### config.mk
export PLATFORM = sky130hd
export DESIGN_NAME = sequenciador_programa
export DESIGN_NICKNAME = d
export VERILOG_FILES = /design/src/rtl/sequenciador_programa_pkg.sv /design/src/rtl/sequenciador_programa_memoria.sv /design/src/rtl/sequenciador_programa.sv
export SDC_FILE = /design/constraint.sdc
export NUM_CORES = 1
export LEC_CHECK = 0
export ABC_CLOCK_PERIOD_IN_PS = 4600
export CORE_UTILIZATION = 41
export DETAILED_ROUTE_END_ITERATION = 8
export GPL_TIMING_DRIVEN = 0
export PLACE_DENSITY = 0.65
export SYNTH_ARGS = -nofsm -noshare
export SYNTH_HDL_FRONTEND = slang
export SYNTH_HIERARCHICAL = 1
export SYNTH_SLANG_ARGS = --single-unit
### constraint.sdc
create_clock -name Clock -period 4.6 [get_ports Clock]
set_clock_uncertainty 0.15 [all_clocks]
set_input_delay 0.92 -clock Clock [delete_from_list [all_inputs] [get_ports Clock]]
set_output_delay 0.92 -clock Clock [all_outputs]
set_load 0.02 [all_outputs]
### src/rtl/sequenciador_programa_pkg.sv
// Shared definitions for the program sequencer: opcodes, FSM encoding and
// default sizing.
package sequenciador_programa_pkg;

  localparam int DEPTH_DEFAULT   = 32;
  localparam int TIMEOUT_DEFAULT = 15;

  localparam logic [2:0] OP_MVI = 3'b001;

  typedef enum logic [2:0] {
    ST_IDLE  = 3'd0,
    ST_ISSUE = 3'd1,
    ST_IMM   = 3'd2,
    ST_WAIT  = 3'd3,
    ST_END   = 3'd4
  } state_t;

  // mvi is the only two-word instruction; opcode lives in DIN[8:6]
  function automatic logic is_mvi(input logic [2:0] opcode);
    return (opcode == OP_MVI);
  endfunction

endpackage

### src/rtl/sequenciador_programa_memoria.sv
// Program storage: one synchronous write port, two combinational read ports
// (current word and the word after it). Contents survive reset.
module memoria_programa #(
  parameter int DEPTH = 32,
  parameter int AW    = $clog2(DEPTH)
) (
  input  logic          clk,
  input  logic          we,
  input  logic [AW-1:0] waddr,
  input  logic [15:0]   wdata,
  input  logic [AW-1:0] raddr_a,
  output logic [15:0]   rdata_a,
  input  logic [AW-1:0] raddr_b,
  output logic [15:0]   rdata_b
);

  logic [15:0] mem_q [DEPTH];

  // Write port; deliberately no reset so a program outlives Reset
  always_ff @(posedge clk) begin
    if (we) begin
      mem_q[waddr] <= wdata;
    end
  end

  assign rdata_a = mem_q[raddr_a];
  assign rdata_b = mem_q[raddr_b];

endmodule

### src/rtl/sequenciador_programa.sv
// Program sequencer: streams a stored program word by word to a processor,
// waiting for Done after every instruction and flagging timeouts/bad programs.
module sequenciador_programa
  import sequenciador_programa_pkg::*;
#(
  parameter int DEPTH   = DEPTH_DEFAULT,
  parameter int TIMEOUT = TIMEOUT_DEFAULT,
  localparam int AW     = $clog2(DEPTH),
  localparam int LW     = AW + 1
) (
  input  logic          Clock,
  input  logic          Reset,
  input  logic          Start,
  input  logic          Prog_we,
  input  logic [AW-1:0] Prog_addr,
  input  logic [15:0]   Prog_data,
  input  logic [LW-1:0] Prog_len,
  input  logic          Done,
  output logic [15:0]   DIN,
  output logic          Run,
  output logic          Busy,
  output logic          Finished,
  output logic          Err,
  output logic [LW-1:0] Instr_count
);

  localparam int CW = $clog2(TIMEOUT + 1);

  state_t        state_q, state_d;
  logic [LW-1:0] pc_q, pc_d;
  logic [LW-1:0] len_q, len_d;
  logic [LW-1:0] count_q, count_d;
  logic [CW-1:0] cnt_q, cnt_d;
  logic [15:0]   din_q, din_d;
  logic          run_q, run_d;
  logic          busy_q, busy_d;
  logic          fin_q, fin_d;
  logic          err_q, err_d;

  logic [15:0]   word_pc_s, word_pc1_s;
  logic [LW-1:0] len_clamp_s, pc_next_s;
  logic [AW-1:0] addr_pc1_s;
  logic          mem_we_s, issue_mvi_s;

  assign mem_we_s    = Prog_we & (state_q == ST_IDLE) & ~Reset;
  assign addr_pc1_s  = pc_q[AW-1:0] + AW'(1);
  assign len_clamp_s = (Prog_len > LW'(DEPTH)) ? LW'(DEPTH) : Prog_len;
  assign pc_next_s   = pc_q + ((state_q == ST_IMM) ? LW'(2) : LW'(1));
  assign issue_mvi_s = is_mvi(word_pc_s[8:6]);

  memoria_programa #(
    .DEPTH (DEPTH),
    .AW    (AW)
  ) u_mem (
    .clk     (Clock),
    .we      (mem_we_s),
    .waddr   (Prog_addr),
    .wdata   (Prog_data),
    .raddr_a (pc_q[AW-1:0]),
    .rdata_a (word_pc_s),
    .raddr_b (addr_pc1_s),
    .rdata_b (word_pc1_s)
  );

  // Next-state and next-output computation
  always_comb begin
    state_d = state_q;
    pc_d    = pc_q;
    len_d   = len_q;
    count_d = count_q;
    cnt_d   = cnt_q;
    din_d   = din_q;
    run_d   = 1'b0;
    fin_d   = 1'b0;
    err_d   = err_q;
    case (state_q)
      ST_IDLE: begin
        if (Start) begin
          pc_d    = '0;
          len_d   = len_clamp_s;
          count_d = '0;
          err_d   = 1'b0;
          if (len_clamp_s == '0) begin
            state_d = ST_END;
            fin_d   = 1'b1;
          end else begin
            state_d = ST_ISSUE;
          end
        end else begin
          state_d = ST_IDLE;
        end
      end
      ST_ISSUE: begin
        // An mvi whose immediate would fall past the program end is rejected unissued
        if (issue_mvi_s && ((pc_q + LW'(1)) >= len_q)) begin
          err_d   = 1'b1;
          state_d = ST_IDLE;
        end else begin
          run_d   = 1'b1;
          din_d   = word_pc_s;
          cnt_d   = '0;
          state_d = issue_mvi_s ? ST_IMM : ST_WAIT;
        end
      end
      ST_WAIT, ST_IMM: begin
        din_d = (state_q == ST_IMM) ? word_pc1_s : word_pc_s;
        if (Done) begin
          pc_d    = pc_next_s;
          count_d = count_q + LW'(1);
          cnt_d   = '0;
          if (pc_next_s < len_q) begin
            state_d = ST_ISSUE;
          end else begin
            state_d = ST_END;
            fin_d   = 1'b1;
          end
        end else if (cnt_q == CW'(TIMEOUT - 1)) begin
          err_d   = 1'b1;
          state_d = ST_IDLE;
        end else begin
          cnt_d = cnt_q + CW'(1);
        end
      end
      ST_END: begin
        state_d = ST_IDLE;
      end
      default: begin
        state_d = ST_IDLE;
      end
    endcase
    busy_d = (state_d != ST_IDLE);
  end

  // State and registered outputs, synchronous reset
  always_ff @(posedge Clock) begin
    if (Reset) begin
      state_q <= ST_IDLE;
      pc_q    <= '0;
      len_q   <= '0;
      count_q <= '0;
      cnt_q   <= '0;
      din_q   <= '0;
      run_q   <= 1'b0;
      busy_q  <= 1'b0;
      fin_q   <= 1'b0;
      err_q   <= 1'b0;
    end else begin
      state_q <= state_d;
      pc_q    <= pc_d;
      len_q   <= len_d;
      count_q <= count_d;
      cnt_q   <= cnt_d;
      din_q   <= din_d;
      run_q   <= run_d;
      busy_q  <= busy_d;
      fin_q   <= fin_d;
      err_q   <= err_d;
    end
  end

  assign DIN         = din_q;
  assign Run         = run_q;
  assign Busy        = busy_q;
  assign Finished    = fin_q;
  assign Err         = err_q;
  assign Instr_count = count_q;

endmodule

* After elaboration in Yosys (flattened, before gate mapping)
Memory sizes are Yosys's and may differ from the RTL's. A register that Yosys moved wholly into a read port is not among the register bits.
Index checks and enable logic that the tools add are counted.
** Word-level totals
- Register bits :: 45
- Memory bits (writable) :: 512
- Input bits :: 32
- Output and inout port bits :: 26
- Logic and storage cells :: 86
- Memories kept :: 1
** Cells by class
- $add $sub $neg :: 5
- Order comparisons :: 3
- Equal/unequal tests :: 12
- Muxes and demuxes :: 37
- Bitwise logic cells :: 4
- Reductions and logical operators :: 14
** Memory list
- u_mem.mem_q :: words 32, bits a word 16, rd ports 2, clocked after Yosys merged registers in 1, wr ports 1, RTL line sequenciador_programa_memoria.sv:17 : logic [15:0] mem_q [DEPTH];
** Operator list (count)
- $mux W16 :: 2
- $pmux W16 S2 :: 1
- $mux W6 :: 4
- $pmux W6 S2 :: 2
- $mux W3 :: 5
- $add A6 B1 Y6 const B :: 2
- $mux W1 :: 12
- $mux W4 :: 3
- $ne A2 B2 Y1 const B :: 6
- $mux W5 :: 2
- $pmux W3 S3 :: 1
- $pmux W4 S2 :: 1
- $add A6 B2 Y6 :: 1
- $eq A3 B1 Y1 const B :: 2
- $eq A3 B2 Y1 const B :: 2
- $ge A6 B6 Y1 :: 1
- $gt A6 B6 Y1 const B :: 1
- $logic_not A6 Y1 :: 1
- $lt A6 B6 Y1 :: 1
- $reduce_and A3 Y1 :: 2
- $reduce_bool A3 Y1 :: 2
- $add A5 B1 Y5 const B :: 1
- $reduce_and A5 Y1 :: 1
- $add A4 B1 Y4 const B :: 1
- other kinds (12) :: 18

* Logic depth before layout (Yosys ltp)
Gate-level depths: netlist (run 1).
- Word-level depth :: 8
- Gate-level depth with buffers :: 15
- Mapped depth without buffers :: 13

* By module
The synthesis (run 1) kept the hierarchy.
** By module, submodules not included
- memoria_programa :: times used 1, cells each 1696, area an instance 24791.3 um^2, sequential area each 15374.7 um^2
- sequenciador_programa :: times used 1, cells each 286, area an instance 2522.4 um^2, sequential area each 900.9 um^2

* Least setup slack after synthesis (run 1)
No wires, ideal clock.
- Kind :: input to register
- Start :: input Reset
- End :: memory u_mem.mem_q[12][0] (enable)
- Setup time :: 0.388 ns
- Arrival :: 3.351 ns
- Data required time :: 4.062 ns
- Path slack :: 0.710 ns
- Stages on the path :: 7
- Path buffers :: 3
- Cell sequence :: clkbuf_1 or2_2 clkbuf_1 nor4b_1 or3b_2 clkbuf_1 nor2_1
** Between the ends
- Word-level cells in the longest chain between the ends :: 4
** RTL lines
- from (decl) :: RTL line sequenciador_programa.sv:12 : input logic Reset,
- $not A1 Y1 :: RTL line sequenciador_programa.sv:45 : assign mem_we_s = Prog_we & (state_q == ST_IDLE) & ~Reset;
- $and A1 B1 Y1 :: RTL line sequenciador_programa.sv:45
- net mem_we_s :: RTL line sequenciador_programa.sv:43 : logic mem_we_s, issue_mvi_s;
- $mux W1 :: RTL line sequenciador_programa_memoria.sv:21 : if (we) begin
- $mux W1 (not written as such) :: RTL line sequenciador_programa_memoria.sv:22 : mem_q[waddr] <= wdata;
- to (decl) :: RTL line sequenciador_programa_memoria.sv:17
The timed path passes the listed nets, and every way through them passes these cells.

* Worst setup path after layout (run 1)
- Start :: register pc_q[0]
- End :: register din_q[4] (netlist: DIN[4])
** Between the ends
- Word-level cells in the longest chain between the ends :: 5
- Elaborated cells on any way between the ends :: 9
- Those cells by class :: add/sub (2); order compare (1); eq/ne (1); mux (2); reduce/logical (2); memory (1)
** RTL lines
- from (decl) :: RTL line sequenciador_programa.sv:30 : logic [LW-1:0] pc_q, pc_d;
- from (signal assigned) :: RTL line sequenciador_programa.sv:149 : pc_q <= pc_d;
- branches (longest 5 deep; another with $mem_v2 Z32 W16)
- to (signal assigned) :: RTL line sequenciador_programa.sv:153 : din_q <= din_d;
- to (decl) :: RTL line sequenciador_programa.sv:34 : logic [15:0] din_q, din_d;
Parallel ways; which one is timed is not known.
A chain may end at the register's enable or synchronous reset.

==> qor.yml, run 1 <==
synth:
  synth_area_leader_cell: "edfxtp_1"
  synth.area.top_cells: "edfxtp_1, mux2i_1, a22oi_1"
  netlist_instances: 1982
  async_reset_ff_frac: 0
  ys_warn_count: 6
  synth.avg_cell_area_sq_um: 13.78
  synth_top_area_frac: 0.5629
  ys_ff_latch: 557
  yosysUniqueCellTypes: 55
  seq_area_frac_synth: 0.5959
  synth_edf_count: 512
  synth_ff_type: "edfxtp_1"
  synth_nets: 2031
  syn_area_sq_mm: 0.02731
global_routing:
  grt_usage: 0.2543
  grt_max_degree: 33
  overflow: 0
  grt_pass1_wl_um: 123700
  grt_pass1_vias: 18650
  antenna_found_initial: 2
timing:
  period_needed_ns: 4.408
  min_period_over_period: 0.9583
  relSlewSlack: 0.06603
  tns_ns: 0
  fin_ws_ns: 0.1918
  fmax_mhz: 226.9
  hold_slack_ns: 0.3186
  finalSetupViolCount: 0
  slew_viol_final: 0
  finalHoldViolCount: 0
  worst_pin_slew_ns: 1.397
  rsz0062_at_grt: "false"
finish:
  drive_gt1_frac: 0.1312
  area_growth_pct: 14.87
  fillers: 5769
  fin_nets: 2173
  final_util: 0.4764
  multi_input_area_sq_mm: 0.009960
  seqCellArea_sq_mm: 0.01628
routing:
  vias: 18590
  via_per_inst: 6.118
  route.detailed.drc: 0
  top_layer_used: "met4"
  dr.pass1.iters: 5
  wl_met2_um: 40840
  wl_met1_um: 33780
  drt_iter0_markers: 2059
  wirelength_um: 86890
  wire_per_inst_um: 28.60
  dr_wl_met3_um: 7943
  antenna_left: 0
power_and_ir_drop:
  power.density_mw_per_mm2: 411.9
  p_leak_nw: 9.559
  vdd_drop_max_mv: 0.3185
clocking:
  hold_buffers: 0
  cts_setup_buffers: 0
  clkSinkCount: 557
  insertion_delay_ns: 0.66
  tritoncts: "built"
  clk_pin_slew_ns: 0.06
  cts_buffers: 59
  clk_path_buf_depth: 3
  cts_resized: 2
  htree_levels: 2
  ctsRootBufferMaster: "clkbuf_16"
worst_setup_path:
  crit_type: "reg2reg"
  max_stage_delay_ns: 0.82
  critPathArrivalTime_ns: 4.76
  critical_path.max_fanout: 11
  cpMaxStageDelayCell: "a31oi_1"
  endpoint_kind: "flop"
  critPathLaunchType: "flop"
  cp.required_ns: 4.96
  crit_chain: "nor2_4 -> clkbuf_1 -> a22oi_1 -> a31oi_1 -> nand3_1 -> nand2b_1 -> o21ai_1 -> nand2_1 -> buf_2 -> nor3_1 -> a211oi_1"
min_path:
  hp-class: "reg2reg"
floorplan:
  core_area_sq_mm: 0.06586
  io_pins: 58
  die_h_um: 260.1
  num_rows: 94
  die_w_um: 260.1
  initial_utilization: 0.4147
  die_area_sq_mm: 0.06765
place:
  post-place-ws_ns: -0.9557
  dpl.hpwl_um: 61170
  place.gp.congestion: 0.9961
  port_buffers: 56
flow_run:
  cap_violations: 0
status:
  status: "complete, no violations"
## cell usage after synthesis, types with 4 or more instances
cell and instances:
a211oi_1 17, ha_1 17, nor2_1 52, or3_1 4, nand3b_1 10, nand4_1 36
buf_2 45, nor3_1 49, clkbuf_1 27, xor2_1 7, xnor2_1 6, nand2b_1 8
nand2_1 89, buf_12 8, nand3_1 72, a22oi_1 132, a21oi_1 87, a31oi_1 35
buf_4 44, nor2b_1 6, buf_8 7, a22o_1 64, dfxtp_1 45, mux2i_1 527
and2_1 5, o21ai_0 7, edfxtp_1 512, inv_1 8, buf_6 18
## cell families (layout without fill, tap and decap cells)
family	Yosys count	count (layout)	synth area share
other	0	2	0
DFF	557	557	0.5959
adders and majority gates	18	18	0.008154
xor gates and xnor gates	13	13	0.004169
and+or+nand+nor	351	351	0.06436
muxes	527	527	0.1931
AOI/OAI and AO/OA	357	357	0.09175
buffers and inverters	159	349	0.04256
## critical path, delay by kind of cell, from the launching register on
kind,cells,cell delay (ns)
AND/OR/NAND/NOR,5,1.27
AO/OA/AOI/OAI,4,1.48
flip-flops,1,0.51
buffers and inverters,2,0.85
## cell type report
class,count,share of cell area
Antenna cell,2,0.0001595
Buffer,151,0.03609
Clock buffer,72,0.04861
Clock inverter,37,0.01499
Inverter,8,0.0009571
Multi-Input combinational cell,1266,0.3174
Sequential cell,557,0.5187
Tap cell,864,0.03445
Timing Repair Buffer,81,0.02859
## power breakdown
part | switching, mW | leakage [nW] | internal (mW)
logic | 1.37 | 3.62 | 0.855
registers | 0.0851 | 4.97 | 5.65
clock network | 2.05 | 0.966 | 2.92
## layer usage
| layer | vias up | GRT usage |
|---|---|---|
| li1 | 8096 | - |
| met1 | 9327 | 0.3165 |
| met2 | 952 | 0.4175 |
| met3 | 211 | 0.05624 |
| met4 | 0 | 0.1252 |
| met5 | - | 0 |
## metrics by stage
step | std cells | power [mW] | instance area, sq um
floorplan | 1982 | 7.173 | 27310
global placement | 2902 | 7.980 | 28960
detailed placement | 2927 | 8.023 | 29380
CTS | 3036 | 12.95 | 31390
global route | 3036 | 13.29 | 31370
finish | 3038 | 12.92 | 31380
## state kept, by name, summed over array words and instances, names as in the netlist, 3 cells and up
| name | count |
|---|---|
| u_mem/mem_q | 512 |
| len_q | 6 |
| DIN | 16 |
| Instr_count | 6 |
| cnt_q | 4 |
| state_q | 3 |
| pc_q | 6 |
## path summary, 6_finish.rpt
check,start,depth (start not counted),slack [ns],endpoint
setup / recovery,pc_q[0],11,0.19,DIN[4]
hold / removal,len_q[4],2,0.32,len_q[4]
setup reg to reg,pc_q[0],11,0.19,DIN[4]
hold reg to reg,len_q[4],2,0.32,len_q[4]
## cell usage in the layout (no fill, tap or decap), types with 10 or more instances in the layout
master and instances:
a22o_1 64, dfxtp_1 45, nor2_1 21, a31oi_1 35, a22oi_1 132, a21oi_1 87, clkdlybuf4s50_1 48, ha_1 17
buf_8 29, a211oi_1 17, clkbuf_1 40, nor3_1 49, buf_2 53, edfxtp_1 512, bufinv_16 10, buf_4 45
clkbuf_16 59, nor2_2 31, nand4_1 36, clkinv_1 10, clkinv_2 11, nand3_1 72, nand2_1 89, nand3b_1 10
buf_6 19, mux2i_1 527
No activity file was read; power rests on OpenSTA's default activity.
==> inputs of run 2 (changes only) <==
Settings changed: CTS_CLUSTER_SIZE from default to 8.
==> qor.yml, run 2 (synthesis results as in run 1) <==
clocking:
  htree_levels: 3  # +1
  ctsRootBufferMaster: "clkbuf_16"
  insertion_delay_ns: 0.63  # -0.03 ns
  clk_path_buf_depth: 3  # unchanged
  clkSinkCount: 557  # unchanged
  tritoncts: "built"
  cts_buffers: 79  # +34%
  hold_buffers: 0  # unchanged
  clk_pin_slew_ns: 0.05  # about the same
finish:
  largest_reg_flops: 512  # unchanged
  regMostFlops: "u_mem/mem_q"
  fillers: 5740  # -0.50%
  area_growth_pct: 15.44
  seqCellArea_sq_mm: 0.01628  # unchanged
  fin_nets: 2193  # +0.92%
  drive_gt1_frac: 0.1325  # +0.001253
  multi_input_area_sq_mm: 0.009960  # unchanged
  postLayoutCellArea_sq_mm: 0.03153  # +0.49%
  layout_commonest_cell: "mux2i_1"
  final_cell_mix: "mux2i_1, edfxtp_1, a22oi_1"
routing:
  vias: 18620  # +0.16%
  dr_wl_met3_um: 7728  # -2.7%
  wl_met2_um: 41050  # +0.52%
  route.detailed.drc: 0  # unchanged
  wl_met1_um: 34110  # +0.97%
  wirelength_um: 87030  # +0.16%
  dr.pass1.iters: 6  # +1
  top_layer_used: "met4"
  antenna_left: 0  # unchanged
  drt_iter0_markers: 1979  # -3.9%
  via_per_inst: 6.152  # +0.56%
  wire_per_inst_um: 28.76  # +0.56%
worst_setup_path:
  crit_type: "reg2reg"
  r2r_setup_slack_ns: 0.20  # about the same
  critical_path.max_fanout: 11  # unchanged
  crit_start: "pc_q[0]"
  worst-path-buf-inv: 2  # unchanged
  endpoint_kind: "flop"
  cpMaxStageDelayCell: "a31oi_1"
  path_depth: 11  # unchanged
  crit_family: "compound AO/OA/AOI/OAI gates"
  max_stage_delay_ns: 0.79  # -0.03 ns
  reg2reg_from: "pc_q[0]"
  crit_end: "DIN[10]"
  crit_chain: "nor2_4 -> clkbuf_1 -> a22oi_1 -> a31oi_1 -> nand3_1 -> nand2b_1 -> o21ai_1 -> nand2_1 -> buf_2 -> nor3_1 -> a211oi_1"
  cp.required_ns: 4.93  # -0.03 ns
  r2r_end: "DIN[10]"
  critPathLaunchType: "flop"
  critPathArrivalTime_ns: 4.73  # -0.03 ns
  reg2regPathDepth: 11  # unchanged
timing:
  min_period_over_period: 0.9573  # -0.001021
  relSlewSlack: 0.06276  # -0.003263
  slew_viol_final: 0  # unchanged
  worst_pin_slew_ns: 1.401  # +0.004879 ns
  finalHoldViolCount: 0  # unchanged
  rsz0062_at_grt: "false"
  fmax_mhz: 227.1  # +0.11%
  finalSetupViolCount: 0  # unchanged
  period_needed_ns: 4.403  # -0.004696 ns
  fin_ws_ns: 0.1965  # +0.004696 ns
power_and_ir_drop:
  clkPwrFrac: 0.395  # +0.011
  seq_power_share: 0.436  # -0.007
  vdd_drop_max_mv: 0.3223  # +1.2%
  p_sw_frac: 0.2728  # +0.001579
  pwr-share-comb: 0.169  # -0.004
  p_leak_nw: 9.637  # +0.81%
  power.density_mw_per_mm2: 418.2  # +1.5%
  power_switching_mw: 3.598  # +2.6%
  intPower_mw: 9.589  # +1.8%
place:
  port_buffers: 56  # unchanged
  dpl.hpwl_um: 61170  # unchanged
  place_area_sq_mm: 0.02938  # unchanged
  place.gp.congestion: 0.9961  # unchanged
  post-place-ws_ns: -0.9557  # unchanged
global_routing:
  antenna_found_initial: 2  # unchanged
  overflow: 0  # unchanged
  grt_pass1_vias: 18700  # +0.26%
  grt_usage: 0.2564  # +0.002050
  grt_max_degree: 33  # unchanged
  grt_pass1_wl_um: 124300  # +0.44%
min_path:
  hp-class: "reg2reg"
  hold_path_depth: 2  # unchanged
  hp-start: "len_q[1]"
status:
  status: "complete, no violations"
floorplan:
  die_area_sq_mm: 0.06765  # unchanged
  initial_utilization: 0.4147  # unchanged
  die_w_um: 260.1  # unchanged
  io_pins: 58  # unchanged
  die_h_um: 260.1  # unchanged
  core_area_sq_mm: 0.06586  # unchanged
  num_rows: 94  # unchanged
flow_run:
  cap_violations: 0  # unchanged
## run 2: final cells by class
cell class | instances | share of cell area
flip-flops and latches | 557 | 0.5162
multi-input cells | 1266 | 0.3159
clock buffers | 88 | 0.06377
plain buffers | 151 | 0.03591
well taps | 864 | 0.03429
repair buffers | 81 | 0.02829
clock inverters | 8 | 0.004484
inverters | 8 | 0.0009524
diodes | 3 | 0.0002381
## run 2: worst min-delay path by stage
stage,to,slack [ns]
after floorplan,len_q[1],0.28
after global placement,len_q[2],0.30
after detailed placement,len_q[1],0.30
after CTS,len_q[1],0.31
after global routing,len_q[1],0.32
final,len_q[1],0.32
## run 2: metal layers
metal  GRT usage  vias up
met4      0.1207        0
li1            -     8113
met2      0.4198      939
met3     0.06481      223
met5           0        -
met1      0.3167     9341
## run 2: what timing repair did
action                     4_1_cts  5_1_grt
setup endpoints to repair       47        0
hold endpoints to repair         0        0
gates resized for setup          3        0
buffers inserted                 0        0
## run 2: worst register-to-register path, delay by kind of cell, from the launching register on
family | cells | cell delay [ns]
flops | 1 | 0.51
buf+inv | 2 | 0.89
simple gates | 5 | 1.26
compound gates | 4 | 1.45
## run 2: through the flow
| step | instances | setup TNS, ns | power (mW) | util | hold slack (ns) |
|---|---|---|---|---|---|
| 2_1_floorplan | 1982 | 0 | 7.173 | - | 0.2819 |
| 3_3_place_gp | 2902 | -442.39 | 7.980 | 0.4396 | 0.2974 |
| 3_5_place_dp | 2927 | -207.55 | 8.023 | 0.4461 | 0.3003 |
| 4_1_cts | 3023 | 0 | 13.23 | 0.4790 | 0.3139 |
| 5_1_grt | 3023 | 0 | 13.58 | 0.4786 | 0.3219 |
| 6_report | 3026 | 0 | 13.19 | 0.4787 | 0.3169 |
## run 2: power by group through the flow
stage	Sequential (mW)	Clock [mW]	Combinational (mW)
finish	5.74	5.21	2.23
global route	5.75	5.49	2.34
CTS	5.74	5.29	2.19
detailed placement	5.84	0	2.18
global placement	5.83	0	2.15
floorplan	5.90	0	1.27
